<file path="config.mk">
export PLATFORM = sky130hd
export DESIGN_NAME = bram_dp_arbiter
export DESIGN_NICKNAME = d
export VERILOG_FILES = /design/src/rtl/bram_dp_arbiter.sv
export SDC_FILE = /design/constraint.sdc
export NUM_CORES = 1
export LEC_CHECK = 0
export CORE_AREA = 8 8 161 163
export DETAILED_ROUTE_END_ITERATION = 7
export DIE_AREA = 0 0 169 171
export PLACE_DENSITY_LB_ADDON = 0.1
export SETUP_SLACK_MARGIN = 0.2
export SYNTH_ARGS = -nofsm -noshare
export SYNTH_HDL_FRONTEND = slang
export SYNTH_SLANG_ARGS = --single-unit
</file>
<file path="constraint.sdc">
create_clock -name clk_i -period 16.2 [get_ports clk_i]
set_input_delay 4.86 -clock clk_i [delete_from_list [all_inputs] [get_ports clk_i]]
set_output_delay 4.86 -clock clk_i [all_outputs]
set_load 0.005 [all_outputs]
</file>
<file path="src/rtl/bram_dp_arbiter.sv">
// bram_dp_arbiter
//   Round-robin arbiter that shares one true-dual-port, no-change BRAM between NUM_REQ
//   requesters. Up to two requests are granted per cycle: the first winner of the scan
//   drives port A and the second drives port B. A 2-stage tag pipe per port follows the
//   fixed 2-cycle BRAM read latency, so read data is steered back to the requester that
//   issued it.
//
// Ports
//   clk_i, rst_i               clock, synchronous active-high reset
//   req_valid_i/req_we_i       per-requester valid and write flag
//   req_addr_i/req_wdata_i     flattened address / write data, requester i at slice i
//   req_ready_o                grant; a transfer happens when valid & ready
//   rsp_valid_o/rsp_rdata_o    read response pulse and data, per requester
//   bram_*_o                   BRAM port A/B enables, write enables, address, data in,
//                              output-register reset (active-low) and clock enable
//   bram_douta_i/bram_doutb_i  BRAM registered read data
`timescale 1ns / 1ps

module bram_dp_arbiter #(
  parameter int unsigned NUM_REQ    = 4,
  parameter int unsigned RAM_WIDTH  = 32,
  parameter int unsigned ADDR_LINES = 4
) (
  input  logic                             clk_i,
  input  logic                             rst_i,
  input  logic [NUM_REQ-1:0]               req_valid_i,
  input  logic [NUM_REQ-1:0]               req_we_i,
  input  logic [NUM_REQ*ADDR_LINES-1:0]    req_addr_i,
  input  logic [NUM_REQ*RAM_WIDTH-1:0]     req_wdata_i,
  output logic [NUM_REQ-1:0]               req_ready_o,
  output logic [NUM_REQ-1:0]               rsp_valid_o,
  output logic [NUM_REQ*RAM_WIDTH-1:0]     rsp_rdata_o,
  output logic                             bram_ena_o,
  output logic                             bram_enb_o,
  output logic                             bram_wea_o,
  output logic                             bram_web_o,
  output logic [ADDR_LINES-1:0]            bram_addra_o,
  output logic [ADDR_LINES-1:0]            bram_addrb_o,
  output logic [RAM_WIDTH-1:0]             bram_dina_o,
  output logic [RAM_WIDTH-1:0]             bram_dinb_o,
  output logic                             bram_rstna_o,
  output logic                             bram_rstnb_o,
  output logic                             bram_regcea_o,
  output logic                             bram_regceb_o,
  input  logic [RAM_WIDTH-1:0]             bram_douta_i,
  input  logic [RAM_WIDTH-1:0]             bram_doutb_i
);

  localparam int unsigned IdxW = (NUM_REQ > 1) ? $clog2(NUM_REQ) : 1;
  typedef logic [IdxW-1:0] idx_t;

  // Per-requester views of the flattened buses
  logic [ADDR_LINES-1:0] addr  [NUM_REQ];
  logic [RAM_WIDTH-1:0]  wdata [NUM_REQ];

  for (genvar i = 0; i < NUM_REQ; i++) begin : g_unpack
    assign addr[i]  = req_addr_i[i*ADDR_LINES +: ADDR_LINES];
    assign wdata[i] = req_wdata_i[i*RAM_WIDTH +: RAM_WIDTH];
  end

  idx_t rr_ptr_q, rr_ptr_d;
  logic a_found, b_found;
  idx_t a_idx, b_idx;
  logic collide, b_grant;
  idx_t last_idx;

  // Read tag pipes: stage 0 is captured at the grant edge, stage 1 lines up with BRAM dout
  logic [1:0] tag_a_vld_q, tag_b_vld_q;
  idx_t       tag_a_idx0_q, tag_a_idx1_q;
  idx_t       tag_b_idx0_q, tag_b_idx1_q;

  // Scan starting at rr_ptr with explicit modulo wrap so non-power-of-two counts work.
  always_comb begin : p_arb
    int unsigned cand;
    idx_t        cand_idx;
    cand     = 0;
    cand_idx = '0;
    a_found  = 1'b0;
    b_found  = 1'b0;
    a_idx    = '0;
    b_idx    = '0;
    for (int unsigned k = 0; k < NUM_REQ; k++) begin
      cand = 32'(rr_ptr_q) + k;
      if (cand >= NUM_REQ) begin
        cand = cand - NUM_REQ;
      end
      cand_idx = idx_t'(cand);
      if (req_valid_i[cand_idx]) begin
        if (!a_found) begin
          a_found = 1'b1;
          a_idx   = cand_idx;
        end else if (!b_found) begin
          b_found = 1'b1;
          b_idx   = cand_idx;
        end
      end
    end
  end

  // Same-address pair involving a write would be undefined across ports; B waits a cycle.
  assign collide = a_found && b_found && (addr[a_idx] == addr[b_idx]) &&
                   (req_we_i[a_idx] || req_we_i[b_idx]);
  assign b_grant = b_found && !collide;

  always_comb begin
    rr_ptr_d = rr_ptr_q;
    last_idx = b_grant ? b_idx : a_idx;
    if (a_found) begin
      rr_ptr_d = (last_idx == idx_t'(NUM_REQ - 1)) ? '0 : last_idx + idx_t'(1);
    end
  end

  always_comb begin
    req_ready_o  = '0;
    bram_ena_o   = 1'b0;
    bram_wea_o   = 1'b0;
    bram_addra_o = '0;
    bram_dina_o  = '0;
    bram_enb_o   = 1'b0;
    bram_web_o   = 1'b0;
    bram_addrb_o = '0;
    bram_dinb_o  = '0;
    if (!rst_i) begin
      if (a_found) begin
        req_ready_o[a_idx] = 1'b1;
        bram_ena_o         = 1'b1;
        bram_wea_o         = req_we_i[a_idx];
        bram_addra_o       = addr[a_idx];
        bram_dina_o        = wdata[a_idx];
      end
      if (b_grant) begin
        req_ready_o[b_idx] = 1'b1;
        bram_enb_o         = 1'b1;
        bram_web_o         = req_we_i[b_idx];
        bram_addrb_o       = addr[b_idx];
        bram_dinb_o        = wdata[b_idx];
      end
    end
  end

  always_ff @(posedge clk_i) begin
    if (rst_i) begin
      rr_ptr_q     <= '0;
      tag_a_vld_q  <= '0;
      tag_b_vld_q  <= '0;
      tag_a_idx0_q <= '0;
      tag_a_idx1_q <= '0;
      tag_b_idx0_q <= '0;
      tag_b_idx1_q <= '0;
    end else begin
      rr_ptr_q     <= rr_ptr_d;
      tag_a_vld_q  <= {tag_a_vld_q[0], a_found & ~req_we_i[a_idx]};
      tag_b_vld_q  <= {tag_b_vld_q[0], b_grant & ~req_we_i[b_idx]};
      tag_a_idx0_q <= a_idx;
      tag_a_idx1_q <= tag_a_idx0_q;
      tag_b_idx0_q <= b_idx;
      tag_b_idx1_q <= tag_b_idx0_q;
    end
  end

  // A requester owns at most one port per grant cycle, so hit_a and hit_b never coincide.
  for (genvar i = 0; i < NUM_REQ; i++) begin : g_rsp
    logic hit_a, hit_b;
    assign hit_a          = tag_a_vld_q[1] && (tag_a_idx1_q == idx_t'(i));
    assign hit_b          = tag_b_vld_q[1] && (tag_b_idx1_q == idx_t'(i));
    assign rsp_valid_o[i] = ~rst_i & (hit_a | hit_b);
    assign rsp_rdata_o[i*RAM_WIDTH +: RAM_WIDTH] = hit_a ? bram_douta_i : bram_doutb_i;
  end

  assign bram_rstna_o  = ~rst_i;
  assign bram_rstnb_o  = ~rst_i;
  assign bram_regcea_o = 1'b1;
  assign bram_regceb_o = 1'b1;

endmodule
</file>
==> impl_metrics.json, run 1 <==
{
  "ant_nets": 0,
  "timing.slew.headroom": 0.3396,
  "syn_area_um2": 5313,
  "grtUsageTotal": 0.1824,
  "cts_sinks": 14,
  "worstPathArrival_ps": 10040,
  "synth.distinct_cells": 58,
  "yosys-top-cells-area": "mux2_2 (35%), mux4_2 (14%), mux2i_1 (9.6%), a211oi_2 (6.6%), dfxtp_1 (5.3%)",
  "design_area_um2": 9972,
  "met2_usage": 0.3484,
  "async_reset_ff_frac": 0,
  "synth_most_common_cell": "mux2_2",
  "grt_busiest_layer": "met2",
  "placed_cell_area_um2": 9881,
  "core_um2": 23260,
  "max-cap-violations": 0,
  "routedWlPerCell_um": 22.25,
  "syn_inst": 562,
  "status": "complete, no violations",
  "n_fill_cell": 2296,
  "min_period_ps": 14900,
  "cts_resized": 0,
  "synth_top_cell_by_area": "mux2_2",
  "nets": 1173,
  "holdBufCountCts": 0,
  "syn2layout_area_growth_pct": 87.71,
  "slew_viol_final": 0,
  "finalSetupViolations": 0,
  "synth_top_family_by_area": "multiplexers",
  "crit_required_ps": 11340,
  "synth_edf_count": 0,
  "p_leak_nw": 3.642,
  "grtUsageMet3": 0.07145,
  "endpoint_kind": "output pin",
  "insertion_delay_ps": 240,
  "hold_class": "flop to flop",
  "cts_tree": "done",
  "fmax_ghz": 0.06710,
  "grtUsageMet1": 0.1832,
  "cts-root-buf": "clkbuf_16",
  "drive_above_1_share": 0.2721,
  "place.port_buffers": 431,
  "syn_area_per_cell_um2": 9.453,
  "ys_seq_area_frac": 0.05276,
  "p_seq_frac": 0.053,
  "initial_core_util": 0.2284,
  "vias": 6177,
  "gp_congestion": 0.8296,
  "path_class": "primary input to output pin",
  "cts.htree.levels": 1,
  "clockPowerShare": 0.045,
  "num_rows": 56,
  "synthMuxAreaShare": 0.5977,
  "drtIter0Drc": 225,
  "clk_pin_slew_ps": 40,
  "ir_drop_uv": 84.98,
  "switching_share": 0.4284,
  "powerDensity_nw_per_um2": 112.2,
  "tightest_slew_ps": 987.5,
  "grt_overflow": 0,
  "die_h_um": 171,
  "synth_common_cells": "mux2_2 (166), nor2_1 (55), mux2i_1 (51)",
  "synth_top_area_frac": 0.3519,
  "drt-pass1-iter-count": 4,
  "synthAdderAreaFrac": 0.004710,
  "viasPerCell": 4.856,
  "cts_buffer_depth": 2,
  "post-cts-setup-buffers": 0,
  "finalCoreUtilization": 0.4287,
  "cts_inserted_buffers": 3,
  "post-route-period-util": 0.9200,
  "die_area_um2": 28900,
  "grt_pass1_wl_um": 41310,
  "startpoint_type": "primary input",
  "antenna_found_initial": 1,
  "drc": 0,
  "yosys_warnings": 0,
  "crit_fanout": 25,
  "p_int_mw": 0.6395,
  "die_w_um": 169,
  "power_frac_comb": 0.902,
  "rsz0062_at_grt": "false",
  "switchingPower_mw": 0.4793,
  "hpwl_um": 23390,
  "finClkSkew_ps": 2.459,
  "ys_ff_latch": 14,
  "reg2reg_slack_ps": 11950,
  "synth_xor_area_frac": 0.01272,
  "routed_wl_um": 28300,
  "num_io_pins": 434,
  "synth_compound_area_frac": 0.1411,
  "synth_ff_type": "dfxtp_1",
  "tns_ps": 0,
  "grt_max_degree": 61,
  "synth-simple-area-share": 0.1314,
  "finalHoldViolCount": 0,
  "grt_pass1_vias": 6668
}
[stage by stage]
stage / hold slack (ps) / setup slack [ps] / power [mW] / std cells
floorplan: 413.8 / 3320 / 0.6766 / 563
finish: 430.3 / 1296 / 1.119 / 1272
CTS: 432.9 / 1281 / 1.139 / 1271
global route: 443.5 / 996.9 / 1.206 / 1272
detailed placement: 422.0 / 1305 / 1.083 / 1267
global placement: 422.7 / 1385 / 1.090 / 1267
[area by class of cell]
type / count / area, µm² / area share
sequential: 14 / 280.3 / 0.02811
clock buffer: 4 / 88.84 / 0.008908
inverter: 10 / 37.54 / 0.003764
tap: 319 / 399.1 / 0.04003
multi-input combinational: 482 / 4767 / 0.4780
timing repair buffer: 442 / 4397 / 0.4409
antenna: 1 / 2.502 / 0.0002509
[critical path, cell delays in order]
cell,delay (ps)
clkdlybuf4s50_1,700
mux4_2,610
ha_1,290
mux2i_1,90
a311o_1,320
a221o_2,580
mux2i_1,190
mux2_2,300
xnor2_1,190
o311ai_2,200
o21ai_4,590
buf_4,490
a211oi_1,100
clkdlybuf4s50_1,490
[cells by family (layout without fill, tap and decap cells)]
group	count (synthesis)	after routing
AO/OA/AOI/OAI	82	82
XOR/XNOR	6	6
adder cells (fa/ha/maj)	2	2
buffers and inverters	67	456
flip-flops	14	14
multiplexers	253	253
other	1	3
AND/OR/NAND/NOR	137	137
[worst paths after layout]
kind                    from              end  cells past startpoint
max reg2reg      rr_ptr_q[0]   tag_b_vld_q[0]                     11
max           req_valid_i[3]  bram_dinb_o[30]                     14
min reg2reg  tag_a_idx0_q[0]  tag_a_idx1_q[0]                      1
min          tag_a_idx0_q[0]  tag_a_idx1_q[0]                      1
[cell usage in the layout (no fill, tap or decap), types with 10 or more instances in the layout]
| cell | synthesis | layout |
|---|---|---|
| clkdlybuf4s50_1 | 0 | 431 |
| mux2_2 | 166 | 166 |
| nor2_1 | 55 | 55 |
| mux2i_1 | 51 | 51 |
| mux4_2 | 34 | 34 |
| and2_1 | 33 | 33 |
| a211oi_2 | 28 | 28 |
| dfxtp_1 | 14 | 14 |
| buf_4 | 10 | 11 |
| o21ai_0 | 10 | 10 |
| a21oi_1 | 10 | 10 |
[flip-flops by register name, indices dropped and copies added (netlist names)]
register      cells
tag_a_idx0_q      2
tag_b_vld_q       2
tag_b_idx0_q      2
tag_a_vld_q       2
rr_ptr_q          2
tag_b_idx1_q      2
tag_a_idx1_q      2
[routing by layer]
metal  wire, µm  share of wire
met3       3006           0.11
met5          0              0
met2      14820           0.52
met1      10030           0.35
met4        441          0.016
[power by group through the flow]
stage / combinational (mW) / clock, mW / sequential [mW]
after global placement: 1.03 / 0 / 0.0597
after CTS: 1.03 / 0.0520 / 0.0590
final: 1.01 / 0.0508 / 0.0592
after floorplan: 0.627 / 0 / 0.0491
after global routing: 1.09 / 0.0537 / 0.0614
after detailed placement: 1.02 / 0 / 0.0599
No activity file was read; power rests on OpenSTA's default activity.
==> inputs of run 2 (changes only) <==
SKIP_LAST_GASP = 1   (was default)
==> results of run 2 <==
The final DEF is identical to that of run 1; final timing and power are the same.
